===== src/rtl/horner_sched_pkg.sv =====
// Shared constants for the Horner sequencer: FSM encoding, Q-format widths,
// and coefficient indices matching the external coefficient mux.
package horner_sched_pkg;

  typedef enum logic [1:0] {
    ST_IDLE = 2'd0,
    ST_MUL  = 2'd1,
    ST_ADD  = 2'd2,
    ST_DONE = 2'd3
  } state_e;

  // Q2.14 inputs/coefficients, Q7.25 accumulator; Q2.14 -> Q7.25 is a shift by 11
  localparam int Q_WIDTHIN  = 16;
  localparam int Q_WIDTHOUT = 32;
  localparam int Q_ALIGN    = 11;

  localparam logic [2:0] COEF_A0 = 3'd0;
  localparam logic [2:0] COEF_A1 = 3'd1;
  localparam logic [2:0] COEF_A2 = 3'd2;
  localparam logic [2:0] COEF_A3 = 3'd3;
  localparam logic [2:0] COEF_A4 = 3'd4;
  localparam logic [2:0] COEF_A5 = 3'd5;

endpackage


===== src/rtl/horner_sched.sv =====
// Horner-rule sequencer for the shared mult32x16/addr32p16 datapath: one
// multiply or add per cycle, valid/ready on both the x and y streams.
module horner_sched
  import horner_sched_pkg::*;
#(
  parameter int WIDTHIN  = Q_WIDTHIN,
  parameter int WIDTHOUT = Q_WIDTHOUT,
  parameter int ORDER    = 5
) (
  input  logic                clk,
  input  logic                reset,
  input  logic                i_valid,
  output logic                o_ready,
  input  logic [WIDTHIN-1:0]  i_x,
  output logic                o_valid,
  input  logic                i_ready,
  output logic [WIDTHOUT-1:0] o_y,
  output logic [2:0]          dp_coef_sel,
  input  logic [WIDTHIN-1:0]  dp_coef,
  output logic [WIDTHOUT-1:0] dp_mul_a,
  output logic [WIDTHIN-1:0]  dp_mul_b,
  output logic                dp_out_sel,
  input  logic [WIDTHOUT-1:0] dp_mul_res,
  output logic [WIDTHOUT-1:0] dp_add_a,
  input  logic [WIDTHOUT-1:0] dp_add_res,
  output logic                busy
);

  localparam logic [2:0] K_TOP = 3'(ORDER);

  state_e              r_state;
  logic [WIDTHIN-1:0]  r_x;
  logic [WIDTHOUT-1:0] r_acc;
  logic [WIDTHOUT-1:0] r_y;
  logic [2:0]          r_k;
  logic                r_first;
  logic                r_valid;
  logic                w_busy;
  logic                w_accept;

  assign w_busy   = (r_state == ST_MUL) | (r_state == ST_ADD);
  assign o_ready  = reset & ((r_state == ST_IDLE) | ((r_state == ST_DONE) & i_ready));
  assign w_accept = i_valid & o_ready;

  // Mux select comes only from registered state so dp_coef never feeds back into it
  assign dp_coef_sel = w_busy ? r_k : K_TOP;
  assign dp_mul_a    = r_first ? {{(WIDTHOUT-WIDTHIN){1'b0}}, dp_coef} : r_acc;
  assign dp_mul_b    = r_x;
  assign dp_out_sel  = ~r_first;
  assign dp_add_a    = r_acc;
  assign busy        = w_busy;
  assign o_valid     = r_valid;
  assign o_y         = r_y;

  always_ff @(posedge clk or negedge reset) begin
    if (!reset) begin
      r_state <= ST_IDLE;
      r_x     <= '0;
      r_acc   <= '0;
      r_y     <= '0;
      r_k     <= '0;
      r_first <= 1'b0;
      r_valid <= 1'b0;
    end else begin
      case (r_state)
        ST_IDLE: begin
          if (w_accept) begin
            r_x     <= i_x;
            r_k     <= K_TOP;
            r_first <= 1'b1;
            r_state <= ST_MUL;
          end
        end
        ST_MUL: begin
          r_acc   <= dp_mul_res;
          r_k     <= r_k - 3'd1;
          r_first <= 1'b0;
          r_state <= ST_ADD;
        end
        ST_ADD: begin
          r_acc <= dp_add_res;
          if (r_k == 3'd0) begin
            r_y     <= dp_add_res;
            r_valid <= 1'b1;
            r_state <= ST_DONE;
          end else begin
            r_state <= ST_MUL;
          end
        end
        ST_DONE: begin
          // Handing off the result and accepting the next x share one edge
          if (i_ready) begin
            r_valid <= 1'b0;
            if (i_valid) begin
              r_x     <= i_x;
              r_k     <= K_TOP;
              r_first <= 1'b1;
              r_state <= ST_MUL;
            end else begin
              r_state <= ST_IDLE;
            end
          end
        end
        default: r_state <= ST_IDLE;
      endcase
    end
  end

endmodule

===== config.mk =====
export PLATFORM = sky130hd
export DESIGN_NAME = horner_sched
export DESIGN_NICKNAME = d
export VERILOG_FILES = /design/src/rtl/horner_sched_pkg.sv /design/src/rtl/horner_sched.sv
export SDC_FILE = /design/constraint.sdc
export NUM_CORES = 1
export LEC_CHECK = 0
export CAP_MARGIN = 30
export CORE_MARGIN = 2
export CORE_UTILIZATION = 42
export CTS_CLUSTER_SIZE = 12
export DETAILED_ROUTE_END_ITERATION = 6
export GPL_TIMING_DRIVEN = 0
export PLACE_DENSITY = 0.91
export SETUP_SLACK_MARGIN = 0.4
export SYNTH_ARGS = -nofsm -noshare
export SYNTH_HDL_FRONTEND = slang
export SYNTH_SLANG_ARGS = --single-unit
export TNS_END_PERCENT = 5

===== constraint.sdc =====
create_clock -name clk -period 3.6 [get_ports clk]
set_clock_uncertainty 0.2 [all_clocks]
set_input_delay 0.36 -clock clk [delete_from_list [all_inputs] [get_ports clk]]
set_output_delay 0.36 -clock clk [all_outputs]
set_load 0.01 [all_outputs]

# --- Word level (Yosys, flattened, before mapping) ---
# Cells that the tools add are included.
# W data, S select, Z words.
word_totals:
  register_bits: 87
  latchBits: 0
  ram_bits: 0
  rom_bits: 0
  in_bits: 100
  out_inout_bits: 119
  n_memories: 0
op_classes:
  add_sub_neg: 1
  multipliers: 0
  n_div: 0
  magnitude_cmp: 0
  n_eq_ne: 7
  shifts: 0
  mux: 23
  bitwise_logic: 6
  reduce_logical: 11
op_table:
  columns: ["cell", "n"]
  rows:
  - ["$pmux W32 S2", 1]
  - ["$mux W16", 3]
  - ["$mux W32", 1]
  - ["$pmux W16 S2", 1]
  - ["$mux W3", 4]
  - ["$pmux W3 S3", 1]
  - ["$pmux W2 S4", 1]
  - ["$reduce_and A4 Y1", 2]
  - ["$mux W1", 6]
  - ["$mux W2", 3]
  - ["$ne A2 B2 Y1 const B", 3]
  - ["$reduce_bool A2 Y1", 3]
  - ["$eq A2 B2 Y1 const B", 2]
  - ["$reduce_and A2 Y1", 2]
  - ["$and A1 B1 Y1", 3]
  - ["$logic_not A3 Y1", 1]
  - ["$pmux W1 S3", 1]
  - ["$reduce_and A3 Y1", 1]
  - ["$reduce_bool A3 Y1", 1]
  - ["$sub A3 B1 Y3 const B", 1]
  - ["$eq A2 B1 Y1 const B", 1]
  - ["$logic_not A2 Y1", 1]
  - ["$ne A2 B1 Y1 const B", 1]
  - ["$or A1 B1 Y1", 2]
  - ["other kinds (2)", 2]

# --- Logic depth before layout (Yosys ltp) ---
# Gate-level depths: netlist (run 1).
depth:
  depth_word: 7
  depth_mapped: 7

# --- Worst setup path before layout (run 1) ---
# Ideal clock, no wire load.
synth_timing:
  path_type: "register -> output"
  from: "register r_state[1]"
  to: "output port dp_coef_sel[0]"
  arrival_time_ns: 1.556
  required_ns: 3.040
  path_slack_ns: 1.484
  stages_incl_launch_ff: 6
  path_cell_list: "dfrtp_1 inv_1 ha_1 clkbuf_1 clkbuf_1 nand2_1"
synth_between:
  elab_chain_cells: 3
synth_lines:
  columns: ["item", "line", "rtl"]
  rows:
  - ["start: declaration", "horner_sched.sv:31", "state_e r_state;"]
  - ["start signal: assignment", "horner_sched.sv:57", "r_state <= ST_IDLE;"]
  - ["start signal: assignment", "horner_sched.sv:71", "r_state <= ST_MUL;"]
  - ["start signal: assignment", "horner_sched.sv:78", "r_state <= ST_ADD;"]
  - ["$eq A2 B1 Y1 or $eq A2 B2 Y1 (tied branches)", "horner_sched.sv:41", "assign w_busy = (r_state == ST_MUL) | (r_state == ST_ADD);"]
  - ["$or A1 B1 Y1 (*)", "horner_sched.sv:41", null]
  - ["via busy", "horner_sched.sv:26", "output logic busy"]
  - ["$mux W3 (*)", "horner_sched.sv:46", "assign dp_coef_sel = w_busy ? r_k : K_TOP;"]
  - ["end: declaration", "horner_sched.sv:18", "output logic [2:0] dp_coef_sel,"]
# The timed path passes the listed nets; every way through them passes the cells marked *.

# --- Worst setup path after layout (run 1) ---
layout_timing:
  from: "register r_state[0]"
  to: "output port dp_coef_sel[0]"
layout_between:
  elab_chain_cells: 3
layout_lines:
  columns: ["item", "line"]
  rows:
  - ["$eq A2 B1 Y1 or $eq A2 B2 Y1 (tied branches)", "horner_sched.sv:41"]
  - ["$or A1 B1 Y1 (*)", "horner_sched.sv:41"]
  - ["$mux W3 (*)", "horner_sched.sv:46"]
# Every way passes the cells marked *; elsewhere a longest branch is shown, timed or not.

==> impl_metrics.yaml, run 1 <==
outcome:
  status: "finished, final reports clean"
place:
  place_congestion: 0.831
  io_buffers: 218
  numPlacedInstances: 676
  hpwl_microns: 9430
  pre_cts_ws_ps: 664
clock_network:
  root_buffer: "clkbuf_8"
  cts.sinks: 87
  clkTransAtPathRegs_ps: 90
  numCtsBuffers: 9
  cts_tree: "built"
  post_cts_buffers: 0
  clock_latency_ps: 340
  cts-htree-levels: 3
  cts_buffer_depth: 2
critical_path:
  worstPathRequired_ps: 3040
  crit_path_start_kind: "flip-flop"
  cp-end-kind: "output port"
  path_class: "reg2out"
  r2r_start: "r_state[0]"
  crit_fanout: 10
  worstPathArrival_ps: 2450
  critPathLaunch: "r_state[0]"
logic_synthesis:
  synth_cells: 328
  async_flop_share: 1.00
  ys_seq_area_frac: 0.535
  avgSynthCellArea_sq_um: 12.4
  synth_seq_cells: 87
  synth_top_cell_by_area: "dfrtp_1"
  synthFlopType: "dfrtp_1"
  netlist_area_sq_um: 4070
  syn_nets: 435
  yosys_warnings: 0
  yosysUniqueCellTypes: 27
  synthTopCellsByArea: "dfrtp_1 (54%), mux2_2 (15%), mux2i_1 (8.1%)"
  synth_top_area_share: 0.535
  synth_edf_count: 0
timing:
  slew_viol_final: 0
  maxSlewHeadroom: 0.564
  min_period_ps: 3010
  setup_slack_ps: 595
  min_period_over_period: 0.835
  rsz0062_at_grt: "false"
  hold_viol_final: 0
  fmax_ghz: 0.333
  fin_tns_setup_ps: 0
  setup_violations: 0
  worst_pin_slew_ps: 648
min_path:
  holdCritPathClass: "reg2reg"
  worstHoldStart: "dp_mul_b[2]"
final_layout:
  diodes: 0
  syn2layout_area_growth_pct: 64.2
  drive_gt1_frac: 0.172
  fin_cells: 693
  nets: 666
die:
  die_area_sq_um: 10500
  ios: 219
  die_w_microns: 102
  row_count: 35
  initial_core_util: 0.436
  coreArea_sq_um: 9330
  die_y_microns: 102
drt:
  postRouteAntennaNets: 0
  wl_per_cell_microns: 17.8
  wl_microns: 12400
  vias: 3490
  drc: 0
  first_pass_iters: 4
  first_iter_violations: 127
  vias_per_cell: 5.04
grt:
  grt_pass1_wl_microns: 19000
  grt_pass1_vias: 3757
  grt-ovfl-total: 0
  antenna_found_initial: 0
  grt_max_degree: 47
  grtUsageTotal: 0.238
power:
  p_leak_nw: 2.77
  power_density_nw_per_um2: 965
  peakVddDrop_v: 0.000512
run:
  drv_cap: 0
[layout by cell type (no fill, tap or decap), types with 2 or more instances in the layout]
| cell type | Yosys | final |
|---|---|---|
| clkdlybuf4s50_1 | 0 | 217 |
| clkinvlp_4 | 0 | 2 |
| clkbuf_2 | 0 | 2 |
| dfrtp_1 | 87 | 87 |
| nand2_1 | 3 | 3 |
| clkbuf_1 | 7 | 5 |
| ha_1 | 7 | 7 |
| nor3_1 | 2 | 2 |
| mux2_2 | 55 | 55 |
| a21oi_1 | 36 | 36 |
| nor2b_1 | 19 | 19 |
| nor2_1 | 33 | 33 |
| o31ai_1 | 2 | 2 |
| clkbuf_8 | 0 | 11 |
| inv_1 | 7 | 7 |
| mux2i_1 | 33 | 33 |
| bufinv_16 | 0 | 2 |
| nand2b_1 | 2 | 2 |
| a21boi_0 | 3 | 3 |
| mux2_4 | 10 | 10 |
| buf_2 | 9 | 9 |
| nor3b_1 | 2 | 2 |
| buf_1 | 2 | 2 |
[final cells by class]
class	count	area (sq um)
Fill cell	677	2650
Inverter	7	26.3
Multi-Input combinational cell	215	1770
Buffer	19	92.6
Timing Repair Buffer	220	2220
Sequential cell	87	2180
Tap cell	129	161
Clock buffer	11	151
Clock inverter	5	80.1
[final timing paths]
kind	slack (ps)	depth (start not counted)	endpoint
hold reg to reg	310	1	dp_mul_b[2]
setup reg to reg	1330	6	o_y[19]
min in group asynchronous	360	2	dp_mul_b[4]
hold / removal	310	1	dp_mul_b[2]
setup / recovery	590	6	dp_coef_sel[0]
max in group asynchronous	2200	3	dp_add_a[7]
[cell families (layout without fill, tap and decap cells)]
family | Yosys count | after routing | share of synthesized area
flip-flops | 87 | 87 | 0.535
AO/OA/AOI/OAI | 46 | 46 | 0.0637
AND/OR/NAND/NOR | 64 | 64 | 0.0803
multiplexers | 98 | 98 | 0.270
adder cells (fa/ha/maj) | 7 | 7 | 0.0215
buffers and inverters | 26 | 262 | 0.0286
[report_power, final]
group / leakage (nW) / total, mW / internal [mW] / switching (mW)
logic: 1.66 / 3.84 / 2.14 / 1.70
registers: 0.998 / 1.82 / 1.49 / 0.331
clock network: 0.112 / 0.778 / 0.428 / 0.350
total: 2.77 / 6.44 / 4.06 / 2.38
[cells in the mapped netlist (all sizes together), types with 2 or more instances]
library cell	n
clkbuf	7
o31ai	2
a21oi	36
mux2i	33
buf	12
ha	7
nor2	33
nor2b	19
a21boi	3
mux2	65
nand2b	2
dfrtp	87
inv	7
nand2	3
nor3	2
nor3b	2
[per-layer routing]
layer	routed length, microns	vias up	global-route usage
li1	-	1603	-
met1	4710	1724	0.276
met2	6590	153	0.439
met3	945	10	0.0554
met4	119	0	0.0687
met5	0	-	0
[metrics by stage]
stage                     instance area, sq um  hold slack (ps)   util  total power, mW
after floorplan                           4070             -136      -             3.64
after global placement                    6410              287  0.687             5.55
final                                     6680              311  0.716             6.44
after CTS                                 6680              313  0.716             6.51
after global routing                      6680              319  0.716             6.84
after detailed placement                  6430              204  0.690             5.70
[what timing repair did]
item | in CTS | in global routing
hold buffers | 1 | 0
endpoints found under the hold margin | 41 | 0
resized for setup | 1 | 2
setup endpoints to repair | 1 | 1
[worst max-delay path, cell delays in order (launching register included)]
cell,delay [ps]
dfrtp_1,420
inv_1,120
ha_1,410
clkbuf_2,290
clkbuf_2,280
nand2_1,80
clkdlybuf4s50_1,490
[state kept, by name, summed over array words and instances (netlist names)]
name	flops
r_state	2
o_valid	1
r_first	1
dp_add_a	32
r_k	3
o_y	32
dp_mul_b	16
(Power assumes the default switching activity.)
==> inputs of run 2 (changes only) <==
--- a/config.mk
+++ b/config.mk
@@ -7,11 +7,11 @@
 export LEC_CHECK = 0
 export CAP_MARGIN = 30
 export CORE_MARGIN = 2
-export CORE_UTILIZATION = 42
+export CORE_UTILIZATION = 39
 export CTS_CLUSTER_SIZE = 12
 export DETAILED_ROUTE_END_ITERATION = 6
 export GPL_TIMING_DRIVEN = 0
-export PLACE_DENSITY = 0.91
+export PLACE_DENSITY = 0.86
 export SETUP_SLACK_MARGIN = 0.4
 export SYNTH_ARGS = -nofsm -noshare
 export SYNTH_HDL_FRONTEND = slang
==> constraint.sdc (replaced) <==
create_clock -name clk -period 2.82 [get_ports clk]
set_clock_uncertainty 0.2 [all_clocks]
set_input_delay 0.282 -clock clk [delete_from_list [all_inputs] [get_ports clk]]
set_output_delay 0.282 -clock clk [all_outputs]
set_load 0.01 [all_outputs]
==> run 2 against run 1 <==
Highest routed layer unchanged. Global-route usage shrank 1.7 points. First-iteration DRC count decreased by 2.4%. Critical path type unchanged. Sequential cell count unchanged. Clock-buffer cell count down 1. Largest cell class unchanged.
==> impl_metrics.yaml, run 2 (synthesized netlist as in run 1, its figures left out) <==
outcome:
  status: "finished, final reports clean"
timing:
  setup_violations: 0
  fmax_ghz: 0.411
  setup_slack_ps: 384
  slew_viol_final: 0
  hold_viol_final: 0
  min_period_ps: 2440
  maxSlewHeadroom: 0.607
  worst_pin_slew_ps: 589
  whs_ps: 311
  min_period_over_period: 0.864
  rsz0062_at_grt: "true"
power:
  peakVddDrop_v: 0.000662
  power_mw: 8.36
  seqPwrFrac: 0.277
  p_sw_mw: 3.04
  p_comb_frac: 0.593
  p_clk_frac: 0.130
  internal_power_mw: 5.32
  p_sw_frac: 0.363
  p_leak_nw: 2.84
  power_density_nw_per_um2: 1220
clock_network:
  clkTransAtPathRegs_ps: 90
  cts.sinks: 87
  numCtsBuffers: 9
  cts_buffer_depth: 2
  cts-htree-levels: 3
  clock_latency_ps: 360
  cts_tree: "built"
  root_buffer: "clkbuf_8"
drt:
  vias_per_cell: 4.97
  wl_microns: 12300
  wl_per_cell_microns: 17.5
  postRouteAntennaNets: 0
  first_iter_violations: 124
  vias: 3506
  first_pass_iters: 6
  drc: 0
grt:
  grt_pass1_vias: 3671
  antenna_found_initial: 0
  grt-ovfl-total: 0
  grtUsageTotal: 0.221
  grt_pass1_wl_microns: 19300
  grt_max_degree: 56
critical_path:
  rrSetupSlack_ps: 620
  worstPathRequired_ps: 2340
  path_class: "reg2out"
  path_delay_family: "buffers and inverters"
  r2r_cells: 6
  worstPathArrival_ps: 1950
  worst-path-buf-inv: 4
  cp-end-kind: "output port"
  crit_fanout: 10
  r2r_start: "r_state[1]"
  worstPathCellList: "inv_1 -> ha_2 -> clkbuf_8 -> buf_4 -> nand2_1 -> dlygate4sd2_1"
  r2r-end: "o_y[7]"
  crit_path_start_kind: "flip-flop"
  critPathMaxStageDelay_ps: 390
  cp_slowest_cell: "ha_2"
die:
  die_area_sq_um: 11300
  coreArea_sq_um: 10200
  row_count: 37
  initial_core_util: 0.397
  die_w_microns: 106
  die_y_microns: 106
  ios: 219
min_path:
  worstHoldStart: "o_y[27]"
  whs_path_depth: 1
  holdPathEnd: "o_y[27]"
  holdCritPathClass: "reg2reg"
place:
  place_congestion: 0.798
  placed_area_sq_um: 6440
  hpwl_microns: 9240
  pre_cts_ws_ps: -229
  io_buffers: 218
run:
  drv_cap: 0
final_layout:
  syn2layout_area_growth_pct: 67.9
  nets: 672
  final_util: 0.667
  drive_gt1_frac: 0.188
  diodes: 0
  final_common_cell: "clkdlybuf4s50_1"
  layout_common_cells: "clkdlybuf4s50_1 (214), dfrtp_1 (87), mux2_2 (55), a21oi_1 (36)"
  stdcell_area_sq_um: 6830
-- run 2: cell count changes in the layout (fill, tap and decap cells not counted), sizes merged --
| cell | change |
|---|---|
| clkdlybuf4s50 | -3 |
| clkinv | +1 |
| inv | +1 |
| clkinvlp | -2 |
| clkbuf | -2 |
| dlygate4sd3 | +1 |
| dlymetal6s2s | +1 |
| dlygate4sd2 | +2 |
| buf | +6 |
| bufinv | +1 |
-- run 2: area by class of cell --
cell class | instances | area, sq um
plain buffers | 19 | 111
clock buffers | 10 | 138
clock inverters | 6 | 116
fillers | 804 | 3400
inverters | 7 | 26.3
multi-input cells | 215 | 1780
flip-flops and latches | 87 | 2180
well taps | 136 | 170
repair buffers | 226 | 2310
-- run 2: worst max path at each step --
stage | depth (start not counted) | to | from
final | 6 | dp_coef_sel[0] | r_state[1]
after global routing | 6 | dp_coef_sel[0] | r_state[1]
after CTS | 5 | dp_coef_sel[2] | r_state[0]
after detailed placement | 6 | dp_coef_sel[0] | r_state[1]
after global placement | 4 | r_k[1] | reset
after floorplan | 5 | dp_coef_sel[0] | r_state[1]
-- run 2: metrics by stage --
step	TNS [ps]	std cells
after floorplan	0	328
after global placement	-222210	682
after detailed placement	-229	683
after CTS	0	706
after global routing	0	706
final	0	706
-- run 2: power groups by stage --
stage                     Sequential [mW]  Combinational (mW)  Clock [mW]
final                                2.32                4.96        1.09
after global routing                 2.40                5.33        1.16
after CTS                            2.32                5.02        1.11
after detailed placement             2.35                4.91           0
after global placement               2.31                4.79           0
after floorplan                      2.55                2.11           0
-- run 2: timing repair --
| item | 4_1_cts | 5_1_grt |
|---|---|---|
| setup endpoints to repair | 40 | 18 |
| setup buffers | 2 | 0 |
| hold buffers | 5 | 0 |
| pin swaps | 0 | 0 |
| gates resized for setup | 12 | 4 |
| hold endpoints to repair | 32 | 0 |
-- run 2: routing by layer --
metal	track usage	up-vias	wire [microns]
li1	-	1619	-
met1	0.257	1718	4860
met2	0.402	152	6450
met3	0.0466	17	812
met4	0.0761	0	211
met5	0	-	0
